==> src/rtl/cpu_pkg.sv <==
// cpu_pkg: shared datapath widths, register indices and typedefs
package cpu_pkg;
  localparam int REG_ADDR_W = 5;
  localparam int DATA_W = 32;
  typedef logic [REG_ADDR_W-1:0] reg_idx_t;
  typedef logic [DATA_W-1:0] word_t;
  localparam reg_idx_t REG_ZERO = 5'd0;
  localparam reg_idx_t REG_SP = 5'd29;
  localparam word_t SP_INIT = 32'h0000_03FC;
endpackage

==> src/rtl/reg_file_rd_port.sv <==
// reg_file_rd_port: one combinational read port with $0 masking and optional write forwarding
//   readReg/stored in, readData out; forwarding ports exist only with REG_FILE_BYPASS_EN
module reg_file_rd_port
  import cpu_pkg::*;
#(
  parameter int DATA_W = 32,
  parameter int ADDR_W = 5
) (
  input  logic [ADDR_W-1:0] readReg,
  input  logic [DATA_W-1:0] stored,
`ifdef REG_FILE_BYPASS_EN
  input  logic              reset,
  input  logic              regWrite,
  input  logic [ADDR_W-1:0] writeReg,
  input  logic [DATA_W-1:0] writeData,
`endif
  output logic [DATA_W-1:0] readData
);
`ifdef REG_FILE_BYPASS_EN
  logic hit;
  assign hit = !reset && regWrite && writeReg != '0 && writeReg == readReg;
  assign readData = readReg == '0 ? '0 : hit ? writeData : stored;
`else
  assign readData = readReg == '0 ? '0 : stored;
`endif
endmodule

==> src/rtl/reg_file_wb.sv <==
// reg_file_wb: 32-entry register file, two async read ports, one sync write port, $0 hardwired to zero
//   in: clk, reset (sync, active-high), readReg1/2, writeReg, writeData, regWrite
//   out: readData1/2, writeCount (saturating count of committed non-$0 writes)
//   REG_FILE_BYPASS_EN: forward writeData to a matching read port in the write cycle
module reg_file_wb
  import cpu_pkg::*;
#(
  parameter int DATA_W = 32,
  parameter int ADDR_W = 5,
  parameter logic [DATA_W-1:0] RESET_VAL = '0,
  parameter logic [DATA_W-1:0] SP_INIT = DATA_W'(cpu_pkg::SP_INIT)
) (
  input  logic              clk,
  input  logic              reset,
  input  logic [ADDR_W-1:0] readReg1,
  input  logic [ADDR_W-1:0] readReg2,
  input  logic [ADDR_W-1:0] writeReg,
  input  logic [DATA_W-1:0] writeData,
  input  logic              regWrite,
  output logic [DATA_W-1:0] readData1,
  output logic [DATA_W-1:0] readData2,
  output logic [15:0]       writeCount
);
  localparam int NUM_REGS = 2 ** ADDR_W;
  logic [DATA_W-1:0] regs [NUM_REGS];
  always_ff @(posedge clk) begin
    if (reset) begin
      for (int i = 0; i < NUM_REGS; i++)
        regs[i] <= i == int'(REG_SP) ? SP_INIT : i == int'(REG_ZERO) ? '0 : RESET_VAL;
      writeCount <= '0;
    end else if (regWrite && writeReg != '0) begin
      regs[writeReg] <= writeData;
      writeCount <= writeCount + 16'(writeCount != 16'hFFFF);
    end
  end
  reg_file_rd_port #(.DATA_W(DATA_W), .ADDR_W(ADDR_W)) rdPort1 (
    .readReg(readReg1),
    .stored(regs[readReg1]),
`ifdef REG_FILE_BYPASS_EN
    .reset(reset),
    .regWrite(regWrite),
    .writeReg(writeReg),
    .writeData(writeData),
`endif
    .readData(readData1)
  );
  reg_file_rd_port #(.DATA_W(DATA_W), .ADDR_W(ADDR_W)) rdPort2 (
    .readReg(readReg2),
    .stored(regs[readReg2]),
`ifdef REG_FILE_BYPASS_EN
    .reset(reset),
    .regWrite(regWrite),
    .writeReg(writeReg),
    .writeData(writeData),
`endif
    .readData(readData2)
  );
endmodule

==> config.mk <==
export PLATFORM = sky130hd
export DESIGN_NAME = reg_file_wb
export DESIGN_NICKNAME = d
export VERILOG_FILES = /design/src/rtl/cpu_pkg.sv /design/src/rtl/reg_file_rd_port.sv /design/src/rtl/reg_file_wb.sv
export SDC_FILE = /design/constraint.sdc
export NUM_CORES = 2
export LEC_CHECK = 0
export CELL_PAD_IN_SITES_DETAIL_PLACEMENT = 1
export CELL_PAD_IN_SITES_GLOBAL_PLACEMENT = 2
export CORE_MARGIN = 2
export CORE_UTILIZATION = 50
export CTS_BUF_LIST = sky130_fd_sc_hd__clkbuf_4 sky130_fd_sc_hd__clkbuf_8 sky130_fd_sc_hd__clkbuf_16
export DETAILED_ROUTE_END_ITERATION = 8
export HOLD_SLACK_MARGIN = 0.08
export PLACE_DENSITY_LB_ADDON = 0.25
export REMOVE_ABC_BUFFERS = 1
export SLEW_MARGIN = 20
export SYNTH_ARGS = -nofsm -noshare
export SYNTH_HDL_FRONTEND = slang
export SYNTH_SLANG_ARGS = --single-unit
==> constraint.sdc <==
create_clock -name clk -period 4.4 [get_ports clk]
set_input_delay 0.44 -clock clk [delete_from_list [all_inputs] [get_ports clk]]
set_output_delay 0.44 -clock clk [all_outputs]
set_load 0.01 [all_outputs]
==> impl_metrics.sql <==
INSERT INTO impl_metrics (metric_group, metric, value, unit) VALUES
('run_status', 'run_status', 'finished clean', ''),
('power', 'clockPowerShare', '39.7', '%'),
('floorplan', 'die_y', '338', 'µm'),
('critical_path', 'timing.critical_path.slowest_stage_cell', 'a311oi_1', ''),
('logic_synthesis', 'ys_ff_latch', '1040', ''),
('critical_path', 'timing.reg2reg.worst_path_depth', '7', ''),
('floorplan', 'width_of_the_die', '338', 'µm'),
('clock_tree', 'clock_tree.buffer_depth', '3', ''),
('global_route', 'grt_first_pass_wirelength', '306000', 'µm'),
('global_route', 'antenna_found_initial', '35', ''),
('clock_tree', 'cts_root_buf', 'clkbuf_16', ''),
('detailed_routing', 'detail_route.drc_violations', '0', ''),
('hold_path', 'min_path_type', 'primary input to register', ''),
('flow_run', 'maxCapViolCount', '0', ''),
('critical_path', 'critical_path_peak_fanout', '2', ''),
('logic_synthesis', 'synthCells', '3709', ''),
('sta', 'fin_tns_setup', '0', 'ns'),
('critical_path', 'endpoint_kind', 'output port', ''),
('logic_synthesis', 'ys_top_cells_by_count', 'edfxtp_1 (1,024), and2_1 (986), mux4_2 (448)', ''),
('critical_path', 'worst_r2r_startpoint', 'writeCount[1]$_SDFFE_PP0N_', ''),
('clock_tree', 'numClockSinks', '1040', ''),
('sta', 'finalClockSkew', '0.00607', 'ns'),
('clock_tree', 'cts-buffers-inserted', '113', ''),
('detailed_routing', 'drtPass1Iterations', '5', ''),
('detailed_routing', 'detail-route-antenna-nets', '0', ''),
('global_route', 'via_count_of_the_first_global_routing_pass', '40000', ''),
('hold_path', 'worst_hold_path.num_cells', '2', ''),
('logic_synthesis', 'number_of_enable_type_register_cells_in_the_synthesized_netlist', '1024', ''),
('power', 'gate_power_share', '13.1', '%'),
('logic_synthesis', 'synth_top_cells_by_area', 'edfxtp_1 (55%), mux4_2 (18%), and2_1 (11%)', ''),
('critical_path', 'path_buf_inv', '1', ''),
('power', 'pleak', '21.5', 'nW'),
('sta', 'final-setup-viol-count', '0', ''),
('critical_path', 'timing.critical_path.from_type', 'register', ''),
('critical_path', 'critPathMaxStageDelay', '1.06', 'ns'),
('logic_synthesis', 'async_reset_ff_share', '0', '%'),
('detailed_routing', 'detail_route.vias_per_cell', '7.14', ''),
('placed_design', 'gpl.final_weighted_congestion', '0.886', ''),
('floorplan', 'area_inside_the_core_boundary', '111000', 'µm²'),
('power', 'p_int', '18.5', 'mW'),
('power', 'irDropWorstVdd', '0.333', 'mV'),
('global_route', 'grt_overflow', '0', ''),
('logic_synthesis', 'netlist.area_leader.share', '55.2', '%'),
('sta', 'maxClockFrequency', '246', 'MHz'),
('placed_design', 'dpl.hpwl', '134000', 'µm'),
('sta', 'final_worst_path_cycle_share', '92.5', '%'),
('logic_synthesis', 'synth_area', '55700', 'µm²'),
('power', 'power_switching_share', '25.7', '%'),
('critical_path', 'r2r_path_end', 'writeCount[14]$_SDFFE_PP0N_', ''),
('floorplan', 'num_io_pins', '130', ''),
('hold_path', 'hp-start', 'reset', ''),
('logic_synthesis', 'avgSynthCellArea', '15.0', 'µm²'),
('final_layout', 'layout.nets', '3840', ''),
('detailed_routing', 'dr.first_iter.drc_count', '6573', ''),
('power', 'seqPwrFrac', '47.2', '%'),
('sta', 'layout_min_cycle_time', '4.07', 'ns'),
('critical_path', 'critical_path_class', 'register to output port', ''),
('critical_path', 'worstPathArrival', '3.63', 'ns'),
('clock_tree', 'insertion_delay_to_the_later_sink_of_the_worst_skew_pair', '0.73', 'ns'),
('logic_synthesis', 'count_of_cell_types_in_the_netlist', '54', ''),
('floorplan', 'start_util', '50.4', '%'),
('power', 'p_switching', '6.40', 'mW'),
('critical_path', 'timing.critical_path.max_delay_family', 'compound AO/OA/AOI/OAI gates', ''),
('power', 'total_power', '24.9', 'mW'),
('critical_path', 'crit_chain', 'mux2i_1 > a221oi_1 > o21ai_0 > a311oi_1 > clkdlybuf4s50_1', ''),
('clock_tree', 'cts_repair_resize_count', '0', ''),
('sta', 'report.final.hold_viol_count', '0', ''),
('logic_synthesis', 'synthMostInstantiatedCell', 'edfxtp_1', ''),
('sta', 'timing_max_transition_violations_final', '0', ''),
('sta', 'worst_pin_slew', '1.19', 'ns'),
('clock_tree', 'clock_pin_slew_reported_for_the_worst_setup_and_hold_paths_after_clock_tree_synthesis', '0.07', 'ns');
-- metal layers --
layer  vias up  track usage, %  routed length, µm
met5         -               0                113
met4        14            20.1              12800
met3       737            10.6              28300
met2      3105            60.9             102000
met1     20100            50.2              77800
li1      14500               -                  -
-- sequential cells by signal (all words and copies together), names as in the netlist --
signal	flops
regs	1024
writeCount	16
-- area by class of cell --
| class | count | area [µm²] |
|---|---|---|
| Timing Repair Buffer | 337 | 3370 |
| Antenna cell | 12 | 30.0 |
| Clock inverter | 68 | 669 |
| Inverter | 5 | 21.3 |
| Sequential cell | 1040 | 31100 |
| Fill cell | 10300 | 47500 |
| Clock buffer | 147 | 3120 |
| Multi-Input combinational cell | 2291 | 22900 |
| Tap cell | 1488 | 1860 |
-- power groups by stage --
stage	registers (mW)	clock network, mW	logic, mW
2_1_floorplan	11.8	0	1.43
3_3_place_gp	11.8	0	3.14
3_5_place_dp	11.9	0	3.17
4_1_cts	11.7	9.89	3.19
5_1_grt	11.8	10.2	3.33
6_report	11.7	9.89	3.26
-- worst max-delay path by stage --
| stage | start | endpoint | slack, ns | cells after the start |
|---|---|---|---|---|
| floorplan | writeReg[4] | regs[1][0]$_SDFFCE_PN0P_ | 1.74 | 3 |
| global placement | readReg2[3] | readData2[14] | 0.45 | 7 |
| detailed placement | readReg2[3] | readData2[14] | 0.49 | 7 |
| CTS | regs[18][14]$_SDFFCE_PN0P_ | readData1[14] | 0.46 | 5 |
| global route | regs[18][14]$_SDFFCE_PN0P_ | readData1[14] | 0.28 | 5 |
| finish | regs[18][14]$_SDFFCE_PN0P_ | readData1[14] | 0.33 | 5 |
-- per-stage QoR --
stage               hold slack (ns)  utilization, %  setup slack [ns]  area, µm²  std cells
global placement              0.480            53.6             0.454      59200       5161
finish                        0.239            57.0             0.331      63000       5388
floorplan                     0.502               -              1.74      53700       3336
global route                  0.266            57.0             0.279      63000       5381
detailed placement            0.496            53.6             0.485      59200       5161
CTS                           0.231            57.0             0.462      63000       5376
-- kinds of logic (layout without fill, tap and decap cells) --
kind of cell               Yosys count  in the layout  synth area share [%]
DFF                               1040           1040                  55.8
xor gates and xnor gates             3              3                0.0472
other                                1             44               0.00674
adders and majority gates            2              2                0.0450
AOI/OAI and AO/OA                  392            392                  5.07
muxes                              643            643                  21.8
buffers and inverters              409            557                  3.80
and+or+nand+nor                   1219           1219                  13.4
-- cell usage in the layout (no fill, tap or decap), types with 27 or more instances in the layout --
| cell | n |
|---|---|
| a211oi_1 | 64 |
| a221oi_1 | 47 |
| a22oi_1 | 64 |
| a311oi_1 | 62 |
| and2_1 | 986 |
| buf_12 | 44 |
| buf_4 | 165 |
| clkbuf_16 | 115 |
| clkbuf_4 | 31 |
| clkdlybuf4s50_1 | 111 |
| clkinv_2 | 27 |
| conb_1 | 32 |
| edfxtp_1 | 1024 |
| mux2_2 | 65 |
| mux2i_1 | 129 |
| mux4_2 | 448 |
| nand2_1 | 42 |
| nor2_4 | 32 |
| nor2b_1 | 66 |
| o21ai_0 | 27 |
| o21ai_1 | 88 |
| or2_2 | 34 |
(Power assumes the default switching activity.)
